## src/rtl/load_store_unit_if.sv

```systemverilog
// Request/response and byte-memory signals of the load/store unit.
// The slave modport is the LSU; the master modport is the MEM stage together with the memory.
interface load_store_unit_if #(
  parameter int ADDR_WIDTH = 6
);
  logic                  req_valid;
  logic                  req_ready;
  logic                  req_write;
  logic [2:0]            req_funct3;
  logic [63:0]           req_addr;
  logic [63:0]           req_wdata;
  logic                  resp_valid;
  logic                  resp_error;
  logic [63:0]           resp_rdata;
  logic [ADDR_WIDTH-1:0] mem_addr;
  logic                  mem_we;
  logic [7:0]            mem_wdata;
  logic [7:0]            mem_rdata;

  modport slave (
    input  req_valid, req_write, req_funct3, req_addr, req_wdata, mem_rdata,
    output req_ready, resp_valid, resp_error, resp_rdata, mem_addr, mem_we, mem_wdata
  );

  modport master (
    output req_valid, req_write, req_funct3, req_addr, req_wdata, mem_rdata,
    input  req_ready, resp_valid, resp_error, resp_rdata, mem_addr, mem_we, mem_wdata
  );
endinterface

```

## src/rtl/load_store_unit.sv

```systemverilog
// Byte-serial RV64 load/store initiator: one byte per cycle, little-endian,
// with sign/zero extension of loads and up-front range/encoding checks.
module load_store_unit #(
  parameter int ADDR_WIDTH = 6
) (
  input  logic               clk,
  input  logic               reset,
  load_store_unit_if.slave   bus
);
  typedef enum logic [1:0] {IDLE, ACCESS, DONE} state_t;

  state_t                state_q, state_d;
  logic                  write_q, write_d;
  logic [2:0]            funct3_q, funct3_d;
  logic [ADDR_WIDTH-1:0] addr_q, addr_d;
  logic [63:0]           wdata_q, wdata_d;
  logic [2:0]            idx_q, idx_d;
  logic [63:0]           asm_q, asm_d;
  logic [63:0]           rdata_q, rdata_d;
  logic                  error_q, error_d;
  logic                  req_err;
  logic [2:0]            last_idx;

  function automatic logic [3:0] byte_count(input logic [1:0] size);
    return 4'd1 << size;
  endfunction

  function automatic logic [63:0] extend_load(input logic [63:0] v, input logic [2:0] f3);
    logic fill;
    fill = 1'b0;
    case (f3[1:0])
      2'b00:   begin fill = v[7]  & ~f3[2]; return {{56{fill}}, v[7:0]};  end
      2'b01:   begin fill = v[15] & ~f3[2]; return {{48{fill}}, v[15:0]}; end
      2'b10:   begin fill = v[31] & ~f3[2]; return {{32{fill}}, v[31:0]}; end
      default: return v;
    endcase
  endfunction

  // Full 65-bit compare so any address bit above the memory range flags an error.
  always_comb begin
    req_err = (bus.req_funct3 == 3'b111) ||
              (bus.req_write && bus.req_funct3[2]) ||
              (({1'b0, bus.req_addr} + 65'(byte_count(bus.req_funct3[1:0]))) >
               (65'd1 << ADDR_WIDTH));
    last_idx = 3'(byte_count(funct3_q[1:0]) - 4'd1);
  end

  always_comb begin
    state_d        = state_q;
    write_d        = write_q;
    funct3_d       = funct3_q;
    addr_d         = addr_q;
    wdata_d        = wdata_q;
    idx_d          = idx_q;
    asm_d          = asm_q;
    rdata_d        = rdata_q;
    error_d        = error_q;
    bus.req_ready  = (state_q == IDLE);
    bus.resp_valid = (state_q == DONE);
    bus.resp_error = error_q;
    bus.resp_rdata = rdata_q;
    bus.mem_addr   = '0;
    bus.mem_we     = 1'b0;
    bus.mem_wdata  = 8'h00;

    case (state_q)
      IDLE: begin
        if (bus.req_valid) begin
          write_d  = bus.req_write;
          funct3_d = bus.req_funct3;
          addr_d   = bus.req_addr[ADDR_WIDTH-1:0];
          wdata_d  = bus.req_wdata;
          idx_d    = 3'd0;
          asm_d    = 64'd0;
          if (req_err) begin
            state_d = DONE;
            error_d = 1'b1;
            rdata_d = 64'd0;
          end else begin
            state_d = ACCESS;
          end
        end
      end
      ACCESS: begin
        bus.mem_addr = addr_q + ADDR_WIDTH'(idx_q);
        if (write_q) begin
          bus.mem_we    = 1'b1;
          bus.mem_wdata = wdata_q[{idx_q, 3'b000} +: 8];
        end else begin
          asm_d[{idx_q, 3'b000} +: 8] = bus.mem_rdata;
        end
        idx_d = idx_q + 3'd1;
        // The final byte is folded in combinationally so extension sees the whole value.
        if (idx_q == last_idx) begin
          state_d = DONE;
          error_d = 1'b0;
          rdata_d = write_q ? 64'd0 : extend_load(asm_d, funct3_q);
        end
      end
      default: state_d = IDLE;
    endcase
  end

  always_ff @(posedge clk or posedge reset) begin
    if (reset) begin
      state_q <= IDLE;
      idx_q   <= 3'd0;
      rdata_q <= 64'd0;
      error_q <= 1'b0;
    end else begin
      state_q <= state_d;
      idx_q   <= idx_d;
      rdata_q <= rdata_d;
      error_q <= error_d;
    end
  end

  always_ff @(posedge clk) begin
    write_q  <= write_d;
    funct3_q <= funct3_d;
    addr_q   <= addr_d;
    wdata_q  <= wdata_d;
    asm_q    <= asm_d;
  end
endmodule

```

## src/flat_wrapper.sv

```systemverilog
// flat-port wrapper written by rule: the top's interface ports become plain ports
module load_store_unit_flat 
#(
  parameter int ADDR_WIDTH = 6
)
  (clk, reset, bus_req_valid, bus_req_write, bus_req_funct3, bus_req_addr, bus_req_wdata, bus_mem_rdata, bus_req_ready, bus_resp_valid, bus_resp_error, bus_resp_rdata, bus_mem_addr, bus_mem_we, bus_mem_wdata);
  load_store_unit_if #(.ADDR_WIDTH(ADDR_WIDTH)) bus_i ();
  input  logic clk;
  input  logic reset;
  input wire logic [$bits(bus_i.req_valid)-1:0] bus_req_valid;
  input wire logic [$bits(bus_i.req_write)-1:0] bus_req_write;
  input wire logic [$bits(bus_i.req_funct3)-1:0] bus_req_funct3;
  input wire logic [$bits(bus_i.req_addr)-1:0] bus_req_addr;
  input wire logic [$bits(bus_i.req_wdata)-1:0] bus_req_wdata;
  input wire logic [$bits(bus_i.mem_rdata)-1:0] bus_mem_rdata;
  output wire logic [$bits(bus_i.req_ready)-1:0] bus_req_ready;
  output wire logic [$bits(bus_i.resp_valid)-1:0] bus_resp_valid;
  output wire logic [$bits(bus_i.resp_error)-1:0] bus_resp_error;
  output wire logic [$bits(bus_i.resp_rdata)-1:0] bus_resp_rdata;
  output wire logic [$bits(bus_i.mem_addr)-1:0] bus_mem_addr;
  output wire logic [$bits(bus_i.mem_we)-1:0] bus_mem_we;
  output wire logic [$bits(bus_i.mem_wdata)-1:0] bus_mem_wdata;
  assign bus_i.req_valid = bus_req_valid;
  assign bus_i.req_write = bus_req_write;
  assign bus_i.req_funct3 = bus_req_funct3;
  assign bus_i.req_addr = bus_req_addr;
  assign bus_i.req_wdata = bus_req_wdata;
  assign bus_i.mem_rdata = bus_mem_rdata;
  assign bus_req_ready = bus_i.req_ready;
  assign bus_resp_valid = bus_i.resp_valid;
  assign bus_resp_error = bus_i.resp_error;
  assign bus_resp_rdata = bus_i.resp_rdata;
  assign bus_mem_addr = bus_i.mem_addr;
  assign bus_mem_we = bus_i.mem_we;
  assign bus_mem_wdata = bus_i.mem_wdata;
  load_store_unit #(.ADDR_WIDTH(ADDR_WIDTH)) u_core (.clk(clk), .reset(reset), .bus(bus_i));
endmodule
```

## config.mk

```make
export PLATFORM = sky130hd
export DESIGN_NAME = load_store_unit_flat
export DESIGN_NICKNAME = d
export VERILOG_FILES = /design/src/rtl/load_store_unit_if.sv /design/src/rtl/load_store_unit.sv /design/src/flat_wrapper.sv
export SDC_FILE = /design/constraint.sdc
export NUM_CORES = 1
export LEC_CHECK = 0
export CAP_MARGIN = 25
export CORE_MARGIN = 2
export CORE_UTILIZATION = 54
export CTS_BUF_LIST = sky130_fd_sc_hd__clkbuf_8
export CTS_CLUSTER_SIZE = 30
export DETAILED_ROUTE_END_ITERATION = 8
export PLACE_DENSITY = 0.83
export RECOVER_POWER = 25
export SLEW_MARGIN = 5
export SYNTH_ARGS = -nofsm -noshare
export SYNTH_HDL_FRONTEND = slang
export SYNTH_SLANG_ARGS = --single-unit
```

## constraint.sdc

```tcl
create_clock -name clk -period 5.3 [get_ports clk]
set_input_delay 0.795 -clock clk [delete_from_list [all_inputs] [get_ports clk]]
set_output_delay 0.795 -clock clk [all_outputs]
set_load 0.02 [all_outputs]
```

# == Yosys cells after proc, flatten, opt, wreduce, memory -nomap -nowiden ==
# Index checks and enable logic that the tools add are counted.
# classes
n_addsub,5
magnitude_cmp,1
n_eq_ne,9
shifts,5
muxes,26
bitwise,4
reduce_logical,10
# op_table
cell,n
2-to-1 mux 64 bit,7
case mux 64 bit (2 select lines),2
case mux 64 bit (3 select lines),1
adder 64 x 4 -> 65 bit,1
"> comparator 65 x 7 -> 1 bit, second input constant",1
bitwise mux 64 bit,1
"variable shift 8 x 8 -> 64 bit, first input constant",1
variable part select 64 x 7 -> 8 bit,1
variable part select 8 x 8 -> 64 bit,1
2-to-1 mux 8 bit,2
negation 6 -> 8 bit,1
adder 6 x 3 -> 6 bit,1
2-to-1 mux 2 bit,3
2-to-1 mux 6 bit,1
case mux 3 bit (2 select lines),1
AND reduction 2 bit,3
2-to-1 mux 1 bit,5
"== test 2 x 1 -> 1 bit, second input constant",2
"== test 2 bit, second input constant",2
logical NOT 2 bit,2
"inequality test 2 x 1 -> 1 bit, second input constant",2
case mux 2 bit (2 select lines),1
AND reduction 4 bit,1
"left shift 1 x 2 -> 4 bit, first input constant",1
other kinds (13),16
# totals
reg_bits,208
input_bits,143
wordCells,69

# == Logic depth before layout (Yosys ltp) ==
# Gate-level depths: netlist (run 1).
# depth
depth_word,10
mapped_depth,16

# == Worst setup path before layout (run 1) ==
# OpenSTA, ideal clock, no wires.
# synth_timing
path_kind,input port to flip-flop
start,input port bus_req_valid
end,"register u_core.rdata_q[21], in the netlist u_core.bus.resp_rdata[21]"
t_arrival_ps,4739
path_slack_ps,433
cell_stages,6
n_path_buf,2
cell_sequence,nor2_1 -> nor2_1 -> nand3_2 -> buf_6 -> buf_8 -> mux2_1
# synth_between
elab_chain_len,2
# synth_lines
element,line,text
start: declaration,flat_wrapper.sv:10,input wire logic [$bits(bus_i.req_valid)-1:0] bus_req_valid;
inequality test 2 bit (no source line),n/a,
AND reduction 4 bit (no source line),n/a,
end signal: assignment,load_store_unit.sv:113,rdata_q <= rdata_d;
end: declaration,load_store_unit.sv:19,"logic [63:0] rdata_q, rdata_d;"
# Every way passes these cells.
# A chain may end at the register's enable or synchronous reset.

# == Worst setup path in the final report (run 1) ==
# layout_timing
start,input port bus_req_funct3[1]
end,"register u_core.rdata_q[20], in the netlist u_core.bus.resp_rdata[20]"
# layout_between
elab_chain_len,6
# layout_lines
element,line,text
start: declaration,flat_wrapper.sv:12,input wire logic [$bits(bus_i.req_funct3)-1:0] bus_req_funct3;
left shift 1 x 2 -> 4 bit,load_store_unit.sv:25,return 4'd1 << size;
adder 64 x 4 -> 65 bit,load_store_unit.sv:43,"(({1'b0, bus.req_addr} + 65'(byte_count(bus.req_funct3[1:0]))) >"
> comparator 65 x 7 -> 1 bit,load_store_unit.sv:43,
logical OR 1 bit *,load_store_unit.sv:42,(bus.req_write && bus.req_funct3[2]) ||
inequality test 2 x 1 -> 1 bit (no source line) *,n/a,
AND reduction 4 bit (no source line) *,n/a,
# Mark *: on every way between the ends. The rest lies on a longest branch, timed or not.

==> flow_results.org, run 1 <==
** Global route
- Global router's overall resource usage :: 28.0%
- The first global-routing pass estimated roughly 48 mm of wire.
- Summed over all layers, the global routing overflow is 0.
- Initial antenna violation count :: 4
- The via count of the first global-routing pass is 8798.
- Entering global routing, the biggest net connects 77 pins.

** Synth
- Summed instance area of the synthesized netlist :: 0.0111 sq mm
- Of the synthesized area, sequential elements account for 53.1%.
- Post-synth top flop :: edfxtp_1
- Gate Count Post-Synth :: 952
- For this run, asynchronously set or reset flops after synthesis account for 33.7%.
- Yosys warning total :: 0
- Of the post-synthesis cell area, the dominant cell type holds approximately 37%.
- The biggest area contributor in the post-synthesis netlist is edfxtp_1.
- Averaged over all synthesized cells, the footprint is 11.7 sq um.
- After synthesis, the cell types taking the most area are edfxtp_1 (37%), dfrtp_1 (16%), mux2i_1 (6.0%), nor2_1 (4.4%), mux2_4 (4.1%).
- Post-synth EDFFs :: 138
- Mapped Nets :: 1107
- Register bit total from synthesis :: 208
- Netlist cell types :: 68

** Cells and area
- The filler cells instantiated in the layout total approximately 1400.
- Area overhead of the layout relative to synthesis :: 28.9%
- Share of layout cells above drive strength 1 :: 12.6%
- Footprint of the flip-flops and latches :: 0.00590 sq mm
- Area occupied by multi-input gates :: 0.00491 sq mm
- After the last flow step, the layout net total stands at 1343.

** STA
- Transition time at the pin with the least slew margin :: 3.69 ns
- Final slew viol count :: 71
- Post-route minimum period :: 4.82 ns
- The worst pin sits at a relative slew slack of -146%.
- Final TNS setup :: 0 ns
- Setup repair after global routing missed its margin :: no
- Across the routed clock network, the largest skew measured is 0.0200 ns.
- Endpoints failing hold :: 0
- Derived from the worst setup path, the maximum achievable clock frequency is 0.208 GHz.
- Final period util :: 90.9%
- Count of final setup violators :: 0

** Worst hold path
- The min-delay analysis places its worst path in the category reg -> reg.
- Hold Path Stages :: 1

** Floorplanning
- Area of the die :: roughly 0.022 sq mm
- Area of the core :: slightly above 0.02 sq mm
- Row generation in the floorplan step produced 52 rows.
- Measured along the x axis, the die boundary spans 147 um.
- During I/O placement, the number of pins put on the boundary was 225.
- Effective utilization at floorplan :: 54.9%
- Die span in y :: ~150 um

** Power
- Summed over all cells, the static leakage comes to 5.83 nW.
- Power spread over the standard cell area amounts to about 250 mW/mm^2.
- Max rail drop VDD :: 153 uV
- Overall power consumption after layout is estimated at 0.00358 W.

** Setup path
- The largest individual stage delay along the critical path comes from the cell or4_1.
- In this run the worst path has a maximum fanout of 26.
- Cells traversed along the worst timing path :: dlygate4sd3_1, and2_1, ha_1, o21ai_0, or4_1, nand4bb_4, or4_1, a211oi_1, nand4_1, nor4_1, nand4_1, nand3_4, buf_12, mux2_2
- The endpoint identified for the worst register-to-register timing path is u_core.bus.resp_rdata[38].
- The most critical setup path has its endpoint at u_core.bus.resp_rdata[20].
- The worst setup path is launched from an input pin.
- CP Data Required Time :: 5.70 ns
- STA puts the critical path data arrival time at 5.22 ns.
- Setup slack on the worst reg-to-reg path comes out at 1.01 ns.
- STA classifies the critical path endpoint as a flip-flop.
- The worst setup path is of the in -> reg kind.
- Worst r2r path cells :: 11
- Startpoint of the most critical setup path :: bus_req_funct3[1]
- Startpoint of the worst-slack reg-to-reg timing path :: u_core.idx_q[2]
- Critical Path Max Stage Delay :: 0.63 ns

** Job
- Reported max-cap violation count :: 1

** Clock tree
- Root Buffer :: clkbuf_8
- Clock transition time at the flip-flop clock pins of the worst setup and hold paths :: 0.06 ns
- At the later pin of the worst-skew pair, clock insertion delay measures roughly 0.52 ns.
- The clock passes through at most 3 buffers.
- Clock sinks :: 208
- H-tree depth reported by CTS :: 2
- The number of hold buffers added after CTS was 0.
- CTS tree :: yes
- In this run, CTS created clock tree buffers numbering 34.
- Once the clock tree was built, the setup fixing pass inserted 0 buffers.
- In this run, post-CTS repair resized a total of 0 instances.

** Routing
- Number of vias in the routed layout :: 8768
- Post-Route WL :: 30.3 mm
- Before antenna repair, the detailed router went through 6 iterations.
- In the routed layout, each cell is associated on average with a via count of 5.90.
- Dividing the detail-routed wire length by the instance count gives 20.4 um.
- Final ANT Viol Nets :: 0
- For this block, the initial DRC count from the detailed router was 730.
- Drc violations :: 0

** Status
- The checks that failed: capacitance limit, slew limit.
- Run status :: finished with violations

** Placed design
- The congestion estimate from routability-driven global placement came to just under 1.
- Port bufs :: 224
- Detailed placement ended at an HPWL of 22.0 mm.
[synthesized netlist by cell type, drive strengths merged, types with 7 or more instances]
master and number:
nor4 16, xnor2 19, nand4 31, nor2b 7, mux2i 67, edfxtp 138
nor3 24, nor2 131, and2 7, mux4 16, dfrtp 70, nand2b 21
xor2 10, nand2 46, mux2 66, nand3 41, o21ai 16, buf 19
and3 10, or3 9, ha 10, clkbuf 30, a21oi 70, inv 17
and4 8
[cell usage in the layout (no fill, tap or decap), drive strengths merged, types with 3 or more instances in the layout]
cell	synthesis	routed
a21oi	70	70
nand2	46	46
nand4	31	31
inv	17	34
edfxtp	138	138
nor4	16	16
xnor2	19	19
and4	8	8
or3	9	9
nand3	41	41
dfrtp	70	70
nand2b	21	21
mux2i	67	67
a21o	3	3
nor2b	7	7
or4	5	5
o21ai	16	16
dlygate4sd3	0	74
buf	19	23
mux4	16	16
o31ai	5	5
nor3	24	24
clkinv	0	3
and2	7	7
xor2	10	10
and3	10	10
diode	0	4
a211oi	3	3
nor2	131	131
ha	10	10
clkbuf	30	41
clkdlybuf4s50	0	150
mux2	66	66
[critical path, delay by kind of cell]
kind                       cells  cell delay, ns
buffers and inverters          2            0.84
AOI/OAI and AO/OA              2            0.42
adders and majority gates      1            0.36
muxes                          1            0.36
and+or+nand+nor                8            2.43
[state kept, by name (all words and copies together) (netlist names), 2 cells and up]
register	count
u_core.bus.resp_rdata	64
u_core.state_q	2
u_core.idx_q	3
u_core.asm_q	64
u_core.funct3_q	3
u_core.wdata_q	64
u_core.addr_q	6
[routing by layer]
layer  global-route usage [%]  wire [um]  vias up
met5                        0          0        -
met4                     13.2       1240        0
met3                     5.37       2200       85
met2                     47.4      15000      424
met1                     35.0      11800     4234
li1                         -          -     4025
[cell type report]
| class | instances | area share (%) |
|---|---|---|
| timing repair buffer | 249 | 17.2 |
| sequential | 208 | 41.2 |
| inverter | 17 | 0.446 |
| antenna | 4 | 0.0699 |
| multi-input combinational | 678 | 34.3 |
| clock buffer | 39 | 3.75 |
| tap | 270 | 2.36 |
| clock inverter | 21 | 0.743 |
[logic make-up (layout without fill, tap and decap cells)]
logic type                 count (synthesis)  in the layout  share of synthesized area [%]
and+or+nand+nor                          362            362                           16.4
DFF                                      208            208                           53.1
muxes                                    149            149                           17.0
AOI/OAI and AO/OA                        126            126                           6.81
buffers and inverters                     66            326                           2.93
xor gates and xnor gates                  29             29                           2.29
adders and majority gates                 12             12                           1.49
other                                      0              4                              0
[power breakdown]
part / switching, W / leakage, nW / total, W / internal, W
registers: 0.0000251 / 2.31 / 0.00183 / 0.00180
logic: 0.000234 / 3.12 / 0.000433 / 0.000199
clock network: 0.000607 / 0.396 / 0.00132 / 0.000716
[per-stage QoR]
step           std cells  hold slack (ns)  instance area (sq um)  utilization [%]  setup WS [ns]
2_1_floorplan        952            0.542                  11100                -          0.433
3_3_place_gp        1420            0.479                  13600             67.4          0.158
3_5_place_dp        1421            0.481                  13700             67.5         0.0970
4_1_cts             1481            0.493                  14300             70.7          0.618
5_1_grt             1486            0.520                  14300             70.8          0.246
6_report            1486            0.489                  14300             70.8          0.481
[worst min-delay path by stage]
stage / startpoint / slack [ns] / to
6_report: u_core.bus.resp_rdata[22] / 0.49 / u_core.bus.resp_rdata[22]
5_1_grt: u_core.bus.resp_rdata[62] / 0.52 / u_core.bus.resp_rdata[62]
4_1_cts: u_core.bus.resp_rdata[22] / 0.49 / u_core.bus.resp_rdata[22]
3_5_place_dp: u_core.bus.resp_rdata[22] / 0.48 / u_core.bus.resp_rdata[22]
3_3_place_gp: u_core.bus.resp_rdata[27] / 0.48 / u_core.bus.resp_rdata[27]
2_1_floorplan: u_core.asm_q[18] / 0.54 / u_core.asm_q[18]
(Power assumes the default switching activity.)
==> inputs of run 2 (changes only) <==
--- a/config.mk
+++ b/config.mk
@@ -13,6 +13,7 @@
 export DETAILED_ROUTE_END_ITERATION = 8
 export PLACE_DENSITY = 0.83
 export RECOVER_POWER = 25
+export SKIP_LAST_GASP = 1
 export SLEW_MARGIN = 5
 export SYNTH_ARGS = -nofsm -noshare
 export SYNTH_HDL_FRONTEND = slang
==> constraint.sdc (replaced) <==
create_clock -name clk -period 5.3 [get_ports clk]
set_input_delay 0.795 -clock clk [delete_from_list [all_inputs] [get_ports clk]]
set_output_delay 0.795 -clock clk [all_outputs]
set_load 0.1 [all_outputs]
==> run 2 against run 1 <==
The run still ends with capacitance limit, slew limit left. Register-to-register slack better by 0.02 ns. Routed wire length is 0.15% higher. Hold slack got worse by 0.00068 ns. Sequential power about the same. Via count up 0.19%. Critical path type unchanged.
==> flow_results.org, run 2 (synthesis results as in run 1) <==
** Clock tree
- Hold-fix buffers at CTS :: 0
- Source-to-sink clock delay at the later pin of the worst-skew pair :: roughly 0.52 ns
- In this run, CTS created clock tree buffers numbering 34.
- In this run the number of H-tree levels came out at 2.
- TritonCTS built the clock tree.
- Clock tree synthesis selected as its root buffer the cell clkbuf_8.
- In this run the post-CTS setup repair buffer count came out at 0.
- Clock transition time at the flip-flop clock pins of the worst setup and hold paths :: 0.06 ns
- Maximum clock insertion buffer count :: 3
- Count of cells resized by post-cts repair :: 0
- Clock sinks :: ~210

** Placed design
- Detailed-placement wirelength estimate :: 22.1 mm
- At the end of routability-driven placement, the weighted congestion stood at 0.981.
- In this run the tool buffered the top-level ports with 224 buffer cells.

** Floorplanning
- The floorplan step defined a die boundary enclosing around 0.022 sq mm.
- Die span in y :: between 100 and 150 um
- Number of ports placed on the die boundary :: between 200 and 250
- After floorplanning, the core was sized to cover a little over 0.02 sq mm.
- The floorplan has 52 rows.
- For this configuration, the core starts out at a cell density of 54.9%.
- Die W :: 147 um

** Cells and area
- The area growth from synthesis to layout is 29.2%.
- Net count of the finished layout :: 1344
- In the final layout, the share of cells above drive strength 1 is between 10% and 20%.
- Leaving out fill and tap cells, the most frequent cell in the layout is clkdlybuf4s50_1.
- Top library cells by usage in the layout, fill and taps aside :: clkdlybuf4s50_1 (146), edfxtp_1 (138), nor2_1 (130)

** Routing
- In the final routed layout, each cell accounts on average for 20.4 um.
- In the routed layout, each cell is associated on average with a via count of 5.90.
- In the routed design, unresolved DRC markers number 0.
- In this run, the number of DRC markers left after iteration 0 of detailed routing was 655.
- The detail route stage leaves a number of antenna-violating nets equal to 0.
- Detailed routing inserted a total of 8785 vias.
- The first TritonRoute pass finished after 5 iterations.
- The routed design has 30.3 mm of wire.

** Setup path
- STA classifies the critical path endpoint as a flip-flop.
- Dominant delay contributor by cell family on the critical path :: simple AND/OR/NAND/NOR gates
- CP Data Required Time :: 5.69 ns
- Worst Path Arrival :: 5.25 ns
- Maximum fanout encountered on the critical timing path :: 21
- Worst-path cell with the longest stage delay :: dlygate4sd3_1
- CP Buf/Inv Count :: 2
- Kind of critical path :: in -> reg
- The largest single stage delay on the critical path is 0.60 ns.
- Cells traversed along the worst timing path :: dlygate4sd3_1, nor2_1, ha_1, fa_1, a211oi_1, or4_1, nand4bb_4, or4_1, a211oi_1, nand4_1, nor4_1, nand4_1, nand3_4, buf_12, mux2_2
- STA classifies the critical path startpoint as an input pin.

** STA
- The count of pins over their slew limit was 71.
- Setup violations remaining at the end of the flow were counted as 0.
- Maximum clock frequency :: slightly above 0.2 GHz
- Final period util :: 91.8%
- Setup repair after global routing missed its margin :: no
- The count of final hold-check violations is 0.
- Tightest hold margin :: ~0.49 ns
- Final TNS setup :: 0 ns
- Tightest slew margin relative to the limit :: -150%
- Final Skew :: 0.0185 ns
- Subtracting the final worst setup slack from the clock period gives around 4.9 ns.
- Transition time at the pin with the least slew margin :: 3.75 ns

** Power
- Of the total power, the share spent switching nets is ~24%.
- The completed layout was analyzed and its total power is 0.00362 W.
- Lkg Pwr :: between 5 and 6 nW
- In this run, the clock network consumes a little under two fifths of the power.
- Max rail drop VDD :: between 100 and 150 uV
- Power Density :: between 200 and 300 mW/mm^2
- Logic gate share of total power :: 12.3%
- Relative contribution of sequential cells to total power :: 50.4%
- The analysis attributes to net switching a power of 0.000886 W.
- Internal power comes to 0.00274 W.

** Global route
- The first global-routing pass estimated 47.7 mm of wire.
- Entering global routing, the biggest net connects slightly below 80 pins.
- The initial antenna violation count is 5.
- In the global route stage, overall resource usage came out at 28.1%.
- Via count of the first global-routing pass :: 8841
- Summed over all layers, the global routing overflow is 0.

** Status
- Violations in the final reports :: capacitance limit, slew limit
- The run finished, with violations left.

** Worst hold path
- The tightest min-delay check is of the reg -> reg type.

** Job
- Reported max-cap violation count :: 1
## run 2: metal layers
metal	vias up	GRT usage (%)	wire length (um)	part of all wire, %
met3	84	5.86	2420	8.0
met1	4235	35.0	11500	38
met2	435	46.8	15100	50
met4	0	13.9	1370	4.5
met5	-	0	0	0
li1	4031	-	-	-
## run 2: layout make-up
cell class,count,area (sq um)
antenna,5,12.5
tap,270,338
fill,1430,5880
multi-input combinational,678,4910
clock buffer,40,551
sequential,208,5900
timing repair buffer,250,2470
inverter,17,63.8
clock inverter,20,111
## run 2: worst paths after layout
| kind | from | to | slack, ns | cells past startpoint |
|---|---|---|---|---|
| min in group asynchronous | reset | u_core.bus.resp_rdata[41] | 2.18 | 3 |
| worst max-delay path | bus_req_funct3[0] | u_core.bus.resp_rdata[6] | 0.44 | 15 |
| worst min register to register | u_core.bus.resp_rdata[27] | u_core.bus.resp_rdata[27] | 0.49 | 1 |
| worst min-delay path | u_core.bus.resp_rdata[27] | u_core.bus.resp_rdata[27] | 0.49 | 1 |
| max in group asynchronous | reset | u_core.bus.resp_rdata[39] | 0.99 | 3 |
| worst max register to register | u_core.idx_q[2] | u_core.bus.resp_rdata[60] | 1.03 | 11 |
## run 2: power by group through the flow
stage | Clock [W] | Combinational [W] | Sequential [W]
after global placement | 0 | 0.000444 | 0.00185
after global routing | 0.00144 | 0.000482 | 0.00183
final | 0.00135 | 0.000446 | 0.00182
after floorplan | 0 | 0.000245 | 0.00186
after detailed placement | 0 | 0.000453 | 0.00186
after CTS | 0.00137 | 0.000456 | 0.00182
## run 2: through the flow
step	area, sq um	utilization [%]	setup slack, ns	std cells
floorplan	11100	-	0.432	952
global placement	13600	67.4	0.161	1421
detailed placement	13700	67.6	0.0479	1422
CTS	14300	70.9	0.557	1482
global route	14400	70.9	0.187	1488
finish	14400	70.9	0.436	1488
==> inputs of run 3 (changes only) <==
--- a/config.mk
+++ b/config.mk
@@ -5,7 +5,6 @@
 export SDC_FILE = /design/constraint.sdc
 export NUM_CORES = 1
 export LEC_CHECK = 0
-export CAP_MARGIN = 25
 export CORE_MARGIN = 2
 export CORE_UTILIZATION = 54
 export CTS_BUF_LIST = sky130_fd_sc_hd__clkbuf_8
==> run 3 against run 2 <==
The flow still finishes with violations (capacitance limit, slew limit). Via count is 0.75% higher. Maximum frequency is 0.88% higher. Register-to-register slack worse by 0.08 ns. Critical endpoint is now u_core.bus.resp_rdata[0]. Largest power group unchanged.
==> flow_results.org, run 3 (synthesis results as in run 1) <==
** Status
- Run status :: finished with violations
- Violations in the final reports :: capacitance limit, slew limit

** Global route
- Via count of the first global-routing pass :: 8786
- Entering global routing, the biggest net connects 77 pins.
- Global router's overall resource usage :: about 28%
- Initial antenna violation count :: 2
- Wire length of the first global-routing pass :: between 40 and 50 mm
- GRT Residual Overflow :: 0

** Clock tree
- Clock transition time at the flip-flop clock pins of the worst setup and hold paths :: around 0.050 ns
- CTS built an H-tree with a depth of 2.
- Clock sinks :: 208
- Num CTS Buffers :: 35
- Buffers added to address setup during post-CTS repair amount to 0.
- Clock latency on the worst-skew pair, taken at its later pin, is approximately 0.52 ns.
- In this run, post-CTS hold repair placed 0 buffers.
- Post-CTS repair changed the size of 0 cells.
- TritonCTS built the clock tree.
- In this run the deepest clock path goes through 3 buffers.
- Root Buffer :: clkbuf_8

** Setup path
- CP Data Required Time :: 5.67 ns
- Cells traversed along the worst timing path :: dlygate4sd3_1, nor2_1, ha_1, fa_1, a211oi_1, or4_1, nand4bb_4, or4_1, a211oi_1, nand4_1, nor4_1, nand4_1, nand3_4, buf_12, mux2_2
- Along the worst path, the maximum fanout reaches 23.
- Among cell families on the critical path, the largest total delay comes from simple AND/OR/NAND/NOR gates.
- CP Buf/Inv Count :: 2
- Kind of critical path :: in -> reg
- For the worst flop-to-flop path, the logic depth is 11.
- In this design, the stage delay of the slowest critical-path cell is about 0.60 ns.
- Nature of the critical path endpoint :: flip-flop
- In this run the number of cells on the critical path is 15.
- Worst Path Arrival :: 5.20 ns
- The slowest stage of the critical path belongs to the cell dlygate4sd3_1.
- STA classifies the critical path startpoint as an input pin.

** Floorplanning
- The core region is approximately 0.020 sq mm.
- The initial utilization of the core area, before any placement, comes to 54.9%.
- The floorplan step set the die width to 147 um.
- The die covers about 0.022 sq mm.
- Number of ports placed on the die boundary :: ~230
- Std cell rows :: 52
- Die span in y :: 147 um

** STA
- Subtracting the final worst setup slack from the clock period gives 4.82 ns.
- Final period util :: 91.0%
- Setup repair after global routing missed its margin :: no
- Final TNS setup :: 0 ns
- The count of final hold-check violations came to 0.
- Final Skew :: 0.0275 ns
- The count of pins over their slew limit came to 71.
- Static timing analysis puts the maximum clock frequency at 0.207 GHz.
- Setup violations remaining at the end of the flow were counted as 0.
- Transition time at the pin with the least slew margin :: between 3 and 4 ns
- Tightest slew margin relative to the limit :: -156%

** Placed design
- Port bufs :: 224
- Detailed-placement wirelength estimate :: about 22 mm
- Global placement routability congestion :: 0.981
- Number of placed cells counting well taps :: 1421
- In this run the cell area measured after placement is 0.0136 sq mm.

** Power
- For this design the ratio of total power to cell area is 248 mW/mm^2.
- Lkg Pwr :: 5.81 nW
- Max rail drop VDD :: 119 uV

** Cells and area
- Compared with the post-synthesis result, the final layout area differs by 28.4%.
- Share of layout cells above drive strength 1 :: 12.8%
- Filler cell count in the final layout :: 1463
- In the final design database the tool counted about 1300 nets.
- Most common cell after layout, fill and taps aside :: clkdlybuf4s50_1
- Number of cells in the finished layout apart from fillers :: 1487
- Leaving out fill and tap cells, the most frequent cells in the layout are clkdlybuf4s50_1 (147), edfxtp_1 (138), nor2_1 (130).
- Area of all placed cells without fillers :: 0.0143 sq mm

** Job
- Across the run, the number of max-cap violations was 1.

** Routing
- Dividing the detail-routed wire length by the instance count gives between 20 and 25 um.
- DR iter-0 viols :: about 630
- Detailed-routing iteration count for the pre-antenna-repair pass :: 6
- Number of vias in the routed layout :: around 8900
- The final layout contains routed wiring with a total length of 30.6 mm.
- Drc violations :: 0
- In this run the remaining antenna-violating nets after routing total 0.
- Using the TritonRoute via totals, the vias-per-cell ratio works out to between 5 and 6.

** Worst hold path
- Along the worst hold path, the cell count comes to 1.
- The tightest min-delay check is of the reg -> reg type.
run 3: cell type report:
class                           instances  area (sq um)  area share [%]
Inverter                               17          63.8           0.447
Antenna cell                            2          5.00          0.0351
Clock buffer                           36           495            3.47
Timing Repair Buffer                  248          2440            17.1
Multi-Input combinational cell        678          4910            34.4
Clock inverter                         28           119           0.833
Tap cell                              270           338            2.37
Sequential cell                       208          5900            41.3
run 3: per-stage QoR:
step | hold WS [ns] | worst slack [ns] | power [W] | util (%)
after floorplan | 0.542 | 0.432 | 0.00210 | -
after global placement | 0.481 | 0.161 | 0.00230 | 67.4
after detailed placement | 0.481 | 0.0740 | 0.00231 | 67.4
after CTS | 0.493 | 0.591 | 0.00355 | 70.5
after global routing | 0.507 | 0.173 | 0.00366 | 70.5
final | 0.492 | 0.479 | 0.00353 | 70.5
run 3: path summary, 6_finish.rpt:
kind | startpoint | end | slack, ns
max in group asynchronous | reset | u_core.bus.resp_rdata[60] | 1.06
min in group asynchronous | reset | u_core.bus.resp_rdata[55] | 2.09
hold reg to reg | u_core.bus.resp_rdata[27] | u_core.bus.resp_rdata[27] | 0.49
setup / recovery | bus_req_funct3[0] | u_core.bus.resp_rdata[0] | 0.48
setup reg to reg | u_core.idx_q[2] | u_core.bus.resp_rdata[51] | 0.95
hold / removal | u_core.bus.resp_rdata[27] | u_core.bus.resp_rdata[27] | 0.49
run 3: where the power goes:
group          leakage [nW]  internal [W]  switching (W)
combinational          3.12      0.000198       0.000247
clock                 0.378      0.000633       0.000630
sequential             2.31       0.00180      0.0000237
run 3: metal layers:
metal  GRT usage [%]  routed length, um  vias to the layer above
li1                -                  -                     4031
met1            35.0              11800                     4271
met2            47.8              15100                      464
met3            5.37               2390                       85
met4            12.5               1320                        0
met5               0                  0                        -
==> variant 1: new RTL, settings of run 3 <==
`ADDR_WIDTH` is set to 6 in 3 places; all go to 7.
--- a/src/rtl/load_store_unit_if.sv
+++ b/src/rtl/load_store_unit_if.sv
@@ -2,5 +2,5 @@
 // The slave modport is the LSU; the master modport is the MEM stage together with the memory.
 interface load_store_unit_if #(
-  parameter int ADDR_WIDTH = 6
+  parameter int ADDR_WIDTH = 7
 );
   logic                  req_valid;
--- a/src/rtl/load_store_unit.sv
+++ b/src/rtl/load_store_unit.sv
@@ -2,5 +2,5 @@
 // with sign/zero extension of loads and up-front range/encoding checks.
 module load_store_unit #(
-  parameter int ADDR_WIDTH = 6
+  parameter int ADDR_WIDTH = 7
 ) (
   input  logic               clk,
--- a/src/flat_wrapper.sv
+++ b/src/flat_wrapper.sv
@@ -2,5 +2,5 @@
 module load_store_unit_flat 
 #(
-  parameter int ADDR_WIDTH = 6
+  parameter int ADDR_WIDTH = 7
 )
   (clk, reset, bus_req_valid, bus_req_write, bus_req_funct3, bus_req_addr, bus_req_wdata, bus_mem_rdata, bus_req_ready, bus_resp_valid, bus_resp_error, bus_resp_rdata, bus_mem_addr, bus_mem_we, bus_mem_wdata);
Ports: changed (resized bus_mem_addr); port bits go from 225 to 226. No check against the original RTL was run, so the function may have changed too.
==> variant 1 against run 3 <==
- the run still ends with capacitance limit, slew limit left
- hold slack better by 1.3 ps
- setup slack gained 3.6 ps
- power up 7.2%
- design area rose by 1.9%
- sequential cell count increased by 1
- routed wire length is 4.4% higher
- synthesized area up 0.24%
- combinational power grew 2%
- non-clock buffer count increased by 15
- register-to-register slack got worse by 40 ps
- critical endpoint is now u_core.bus.resp_rdata[34]
- count of clock-buffer cells in the layout increased by 5
- final cell count increased by 5.6%
==> variant 1: results (changes against run 3) <==
| Metric | Value |
|---|---|
| First-pass GRT wire length | `50.1 mm (was 47.7 mm)` |
| Vias in the first global route | `9,438 (was 8,786)` |
| HPWL after DPL | `23.5 mm (was 22.0 mm)` |
| Reg2reg start | `u_core.state_q[1] (was u_core.idx_q[2])` |
| Top cells by area, synth | `edfxtp_1 37%, dfrtp_1 16%, a21oi_1 4.7% (was edfxtp_1 37%, dfrtp_1 16%, mux2i_1 6.0%)` |
| Layout cells sized above 1 | `0.128 (about the same)` |
| CTS root buffer | `clkbuf_8 (unchanged)` |
| Vias/cell | `6.00 (was 5.95)` |
| GPL Wtd Cong | `0.928 (was 0.981)` |
| Failing checks | `capacitance limit, slew limit (unchanged)` |
| WL/cell | `20.3 um (was 20.6 um)` |
| Worst Hold Launch | `u_core.bus.resp_rdata[40] (was u_core.bus.resp_rdata[27])` |
| CTS Buf Count | `36 (was 35)` |
| Largest net degree at the start of global routing | `67 (was 77)` |
| H-Tree Depth | `2 (unchanged)` |
| Post-synth EDFFs | `139 (was 138)` |
| Pre-CTS setup slack | `19.1 ps (was 74.0 ps)` |
| Antenna violations before repair | `1 (was 2)` |
| Slew Viols, Final | `95 (was 71)` |
| Total power per unit cell area | `261 nW/um2 (was 248 nW/um2)` |
| VDD IR max | `0.285 mV (was 0.119 mV)` |
| Slew @ Worst Pin | `2430 ps (was 3840 ps)` |
| Placed cell area | `13,800 um2 (was 13,600 um2)` |
| Outcome | `complete, but fails checks (unchanged)` |
| CP Launch Point | `bus_req_funct3[0] (unchanged)` |
| Post-Syn Nets | `1,176 (was 1,107)` |
| Final nets | `1,430 (was 1,343)` |
| Clock latency on the worst-skew pair | `550 ps (was 520 ps)` |
| Critical Path Fanout Max | `35 (was 23)` |
| Placed cell count | `1,504 (was 1,421)` |
| Pleak | `0.00552 uW (was 0.00581 uW)` |
| Async S/R FF share, synth | `0.335 (was 0.337)` |
| Filler Cells Inserted | `1,483 (was 1,463)` |
| Pre-antenna DRT Iters | `5 (was 6)` |
| Clk buf depth | `3 (unchanged)` |
| Commonest cells in the netlist | `139 x edfxtp_1, 111 x nor2_1, 105 x a21oi_1, 105 x nand2_1, 70 x dfrtp_1 (was 138 x edfxtp_1, 131 x nor2_1, 70 x a21oi_1, 70 x dfrtp_1, 67 x mux2i_1)` |
| Average cell area after synthesis | `10.9 um2 (was 11.7 um2)` |
| Final Skew | `29.8 ps (was 27.5 ps)` |
| Initial drt markers | `703 (was 631)` |
| Max cap viols | `2 (was 1)` |
| GRT Util Overall | `0.291 (was 0.280)` |
| Count of cell types in the netlist | `69 (was 68)` |
| Crit path largest cell delay | `620 ps (was 600 ps)` |
| Worst EP arrival | `5230 ps (was 5200 ps)` |
| I/O Buffers | `225 (was 224)` |
| Register area share after synthesis | `0.532 (was 0.531)` |
| Post-Route WL | `31.9 mm (was 30.6 mm)` |
| Worst hold path type | `reg2reg (unchanged)` |
[variant 1: changes by cell type after synthesis, sizes merged, moves of 24 or more]
cell and change:
and2 +27, a21oi +35, o21ai +24, nand2 +59, mux2 -24, mux2i -46
[variant 1: final cells by class]
class,instances,area share
Sequential cell,209,0.408
Clock inverter,24,0.0118
Tap cell,270,0.0232
Antenna cell,1,0.000172
Timing Repair Buffer,263,0.174
Clock buffer,41,0.0388
Inverter,19,0.00491
Multi-Input combinational cell,743,0.339
[variant 1: final timing paths]
kind	to	slack, ps	depth (start not counted)
min	u_core.bus.resp_rdata[40]	490	1
max in group asynchronous	u_core.idx_q[1]	1570	3
max	u_core.bus.resp_rdata[34]	480	14
min reg2reg	u_core.bus.resp_rdata[40]	490	1
min in group asynchronous	u_core.idx_q[2]	1070	2
max reg2reg	u_core.bus.resp_rdata[26]	910	6
[variant 1: routing by layer]
metal / GRT usage / part of all wire / vias to the layer above
li1: - / - / 4326
met1: 0.394 / 0.40 / 4567
met2: 0.476 / 0.49 / 453
met3: 0.0562 / 0.081 / 77
met4: 0.101 / 0.029 / 0
met5: 0 / 0 / -
[variant 1: report_power, final]
group / switching (uW) / internal [uW]
Clock: 683 / 818
Sequential: 24.6 / 1810
Combinational: 254 / 198
Total: 962 / 2830
[variant 1: worst max-delay path: cells and delay by family]
| kind | cells | cell delay, ps |
|---|---|---|
| AOI/OAI and AO/OA | 2 | 760 |
| adders and majority gates | 2 | 630 |
| buffers and inverters | 2 | 880 |
| muxes | 1 | 360 |
| and+or+nand+nor | 7 | 1760 |
[variant 1: cells by family after synthesis]
family	Yosys count	synth area share
xor+xnor	26	0.0204
flops	209	0.532
buf+inv	66	0.0269
compound gates	210	0.127
simple gates	413	0.182
mux	79	0.0937
fa+ha+maj	15	0.0182
==> variant 2: new RTL, config.mk and constraints of run 3 <==
Made on the original files. The 3 states of `state_t` get a one-hot encoding in 3 bits.
--- a/src/rtl/load_store_unit.sv
+++ b/src/rtl/load_store_unit.sv
@@ -8,5 +8,5 @@
   load_store_unit_if.slave   bus
 );
-  typedef enum logic [1:0] {IDLE, ACCESS, DONE} state_t;
+  typedef enum logic [2:0] {IDLE = 3'b001, ACCESS = 3'b010, DONE = 3'b100} state_t;
 
   state_t                state_q, state_d;
Formal check against the unedited RTL: same outputs for any inputs over 4 cycles, from zero or initial values and one cycle with reset high; so few cycles prove little.
==> variant 2 against run 3 <==
- the flow still finishes with violations (capacitance limit, slew limit)
- final cell count rose by 1.5%
- design area rose by 1.7%
- synthesized area fell by 0.62%
- sequential cell count rose by 1
- core utilization rose by 1.4 points
- sequential power rose by 2%
- setup slack got worse by 140 ps
- critical path depth did not move
- routed wire length rose by 2.7%
- sequential share of layout area fell by 0.50 points
- power rose by 7.8%
==> variant 2: results (changes against run 3) <==
| Metric | Value |
|---|---|
| Average cell area after synthesis | `11.6 um2 (was 11.7 um2)` |
| Register area share after synthesis | `0.536 (was 0.531)` |
| Placed cell area | `13,700 um2 (was 13,600 um2)` |
| # diodes | `5 (was 2)` |
| Vias | `9,126 (was 8,851)` |
| Antenna violations before repair | `6 (was 2)` |
| Top routing layer used | `met5 (was met4)` |
| Signal buffers | `263 (was 248)` |
| Worst EP arrival | `5360 ps (was 5200 ps)` |
| Routing usage on met1 | `0.385 (was 0.350)` |
| Clock tree cell share of total cell area | `0.0524 (was 0.0431)` |
| Slowest CP cell | `a211oi_1 (was dlygate4sd3_1)` |
| NetSw | `929 uW (was 901 uW)` |
| Final instance area | `14,500 um2 (was 14,300 um2)` |
| GR Layer Usage met2 | `0.477 (was 0.478)` |
| Layout cells sized above 1 | `0.146 (was 0.128)` |
| Failing checks | `capacitance limit, slew limit (unchanged)` |
| Multi-input combinational cell count | `679 (was 678)` |
| Pre-antenna DRT Iters | `5 (was 6)` |
| Slew Viols, Final | `72 (was 71)` |
| Vias in the first global route | `9,217 (was 8,786)` |
| Signal buf overhead | `0.176 (was 0.171)` |
| VDD IR max | `0.191 mV (was 0.119 mV)` |
| CTS Buf Count | `36 (was 35)` |
| Count of cell types in the netlist | `70 (was 68)` |
| Pre-CTS setup slack | `-26.3 ps (was 74.0 ps)` |
| Core area | `20,200 um2 (about the same)` |
| CP Launch Point | `bus_req_funct3[1] (was bus_req_funct3[0])` |
| Clk pwr | `1510 uW (was 1260 uW)` |
| Post-Syn Nets | `1,111 (was 1,107)` |
| Initial drt markers | `698 (was 631)` |
| Pleak | `0.00566 uW (was 0.00581 uW)` |
| Critical Path Fanout Max | `43 (was 23)` |
| Sink Count | `209 (was 208)` |
| Top cells by area, synth | `edfxtp_1 38%, dfrtp_1 16%, mux2i_1 5.0% (was edfxtp_1 37%, dfrtp_1 16%, mux2i_1 6.0%)` |
| Outcome | `complete, but fails checks (unchanged)` |
| Sequential cell area | `5920 um2 (was 5900 um2)` |
| GPL Wtd Cong | `0.940 (was 0.981)` |
| M1 WL | `12.2 mm (was 11.8 mm)` |
| Max cap viols | `1 (unchanged)` |
## variant 2: worst paths after layout
| check | end | slack, ps | cells after the start |
|---|---|---|---|
| max | u_core.bus.resp_rdata[48] | 340 | 15 |
| min | u_core.bus.resp_rdata[32] | 490 | 1 |
| max reg2reg | u_core.bus.resp_rdata[48] | 1230 | 13 |
| min reg2reg | u_core.bus.resp_rdata[32] | 490 | 1 |
| max in group asynchronous | u_core.idx_q[0] | 1030 | 3 |
| min in group asynchronous | u_core.bus.resp_rdata[45] | 2110 | 3 |
## variant 2: logic make-up after synthesis
| kind of cell | Yosys count | share of synthesized area |
|---|---|---|
| buffers and inverters | 68 | 0.0265 |
| xor gates and xnor gates | 28 | 0.0222 |
| and+or+nand+nor | 352 | 0.163 |
| DFF | 209 | 0.536 |
| adders and majority gates | 12 | 0.0150 |
| muxes | 124 | 0.137 |
| AOI/OAI and AO/OA | 163 | 0.100 |
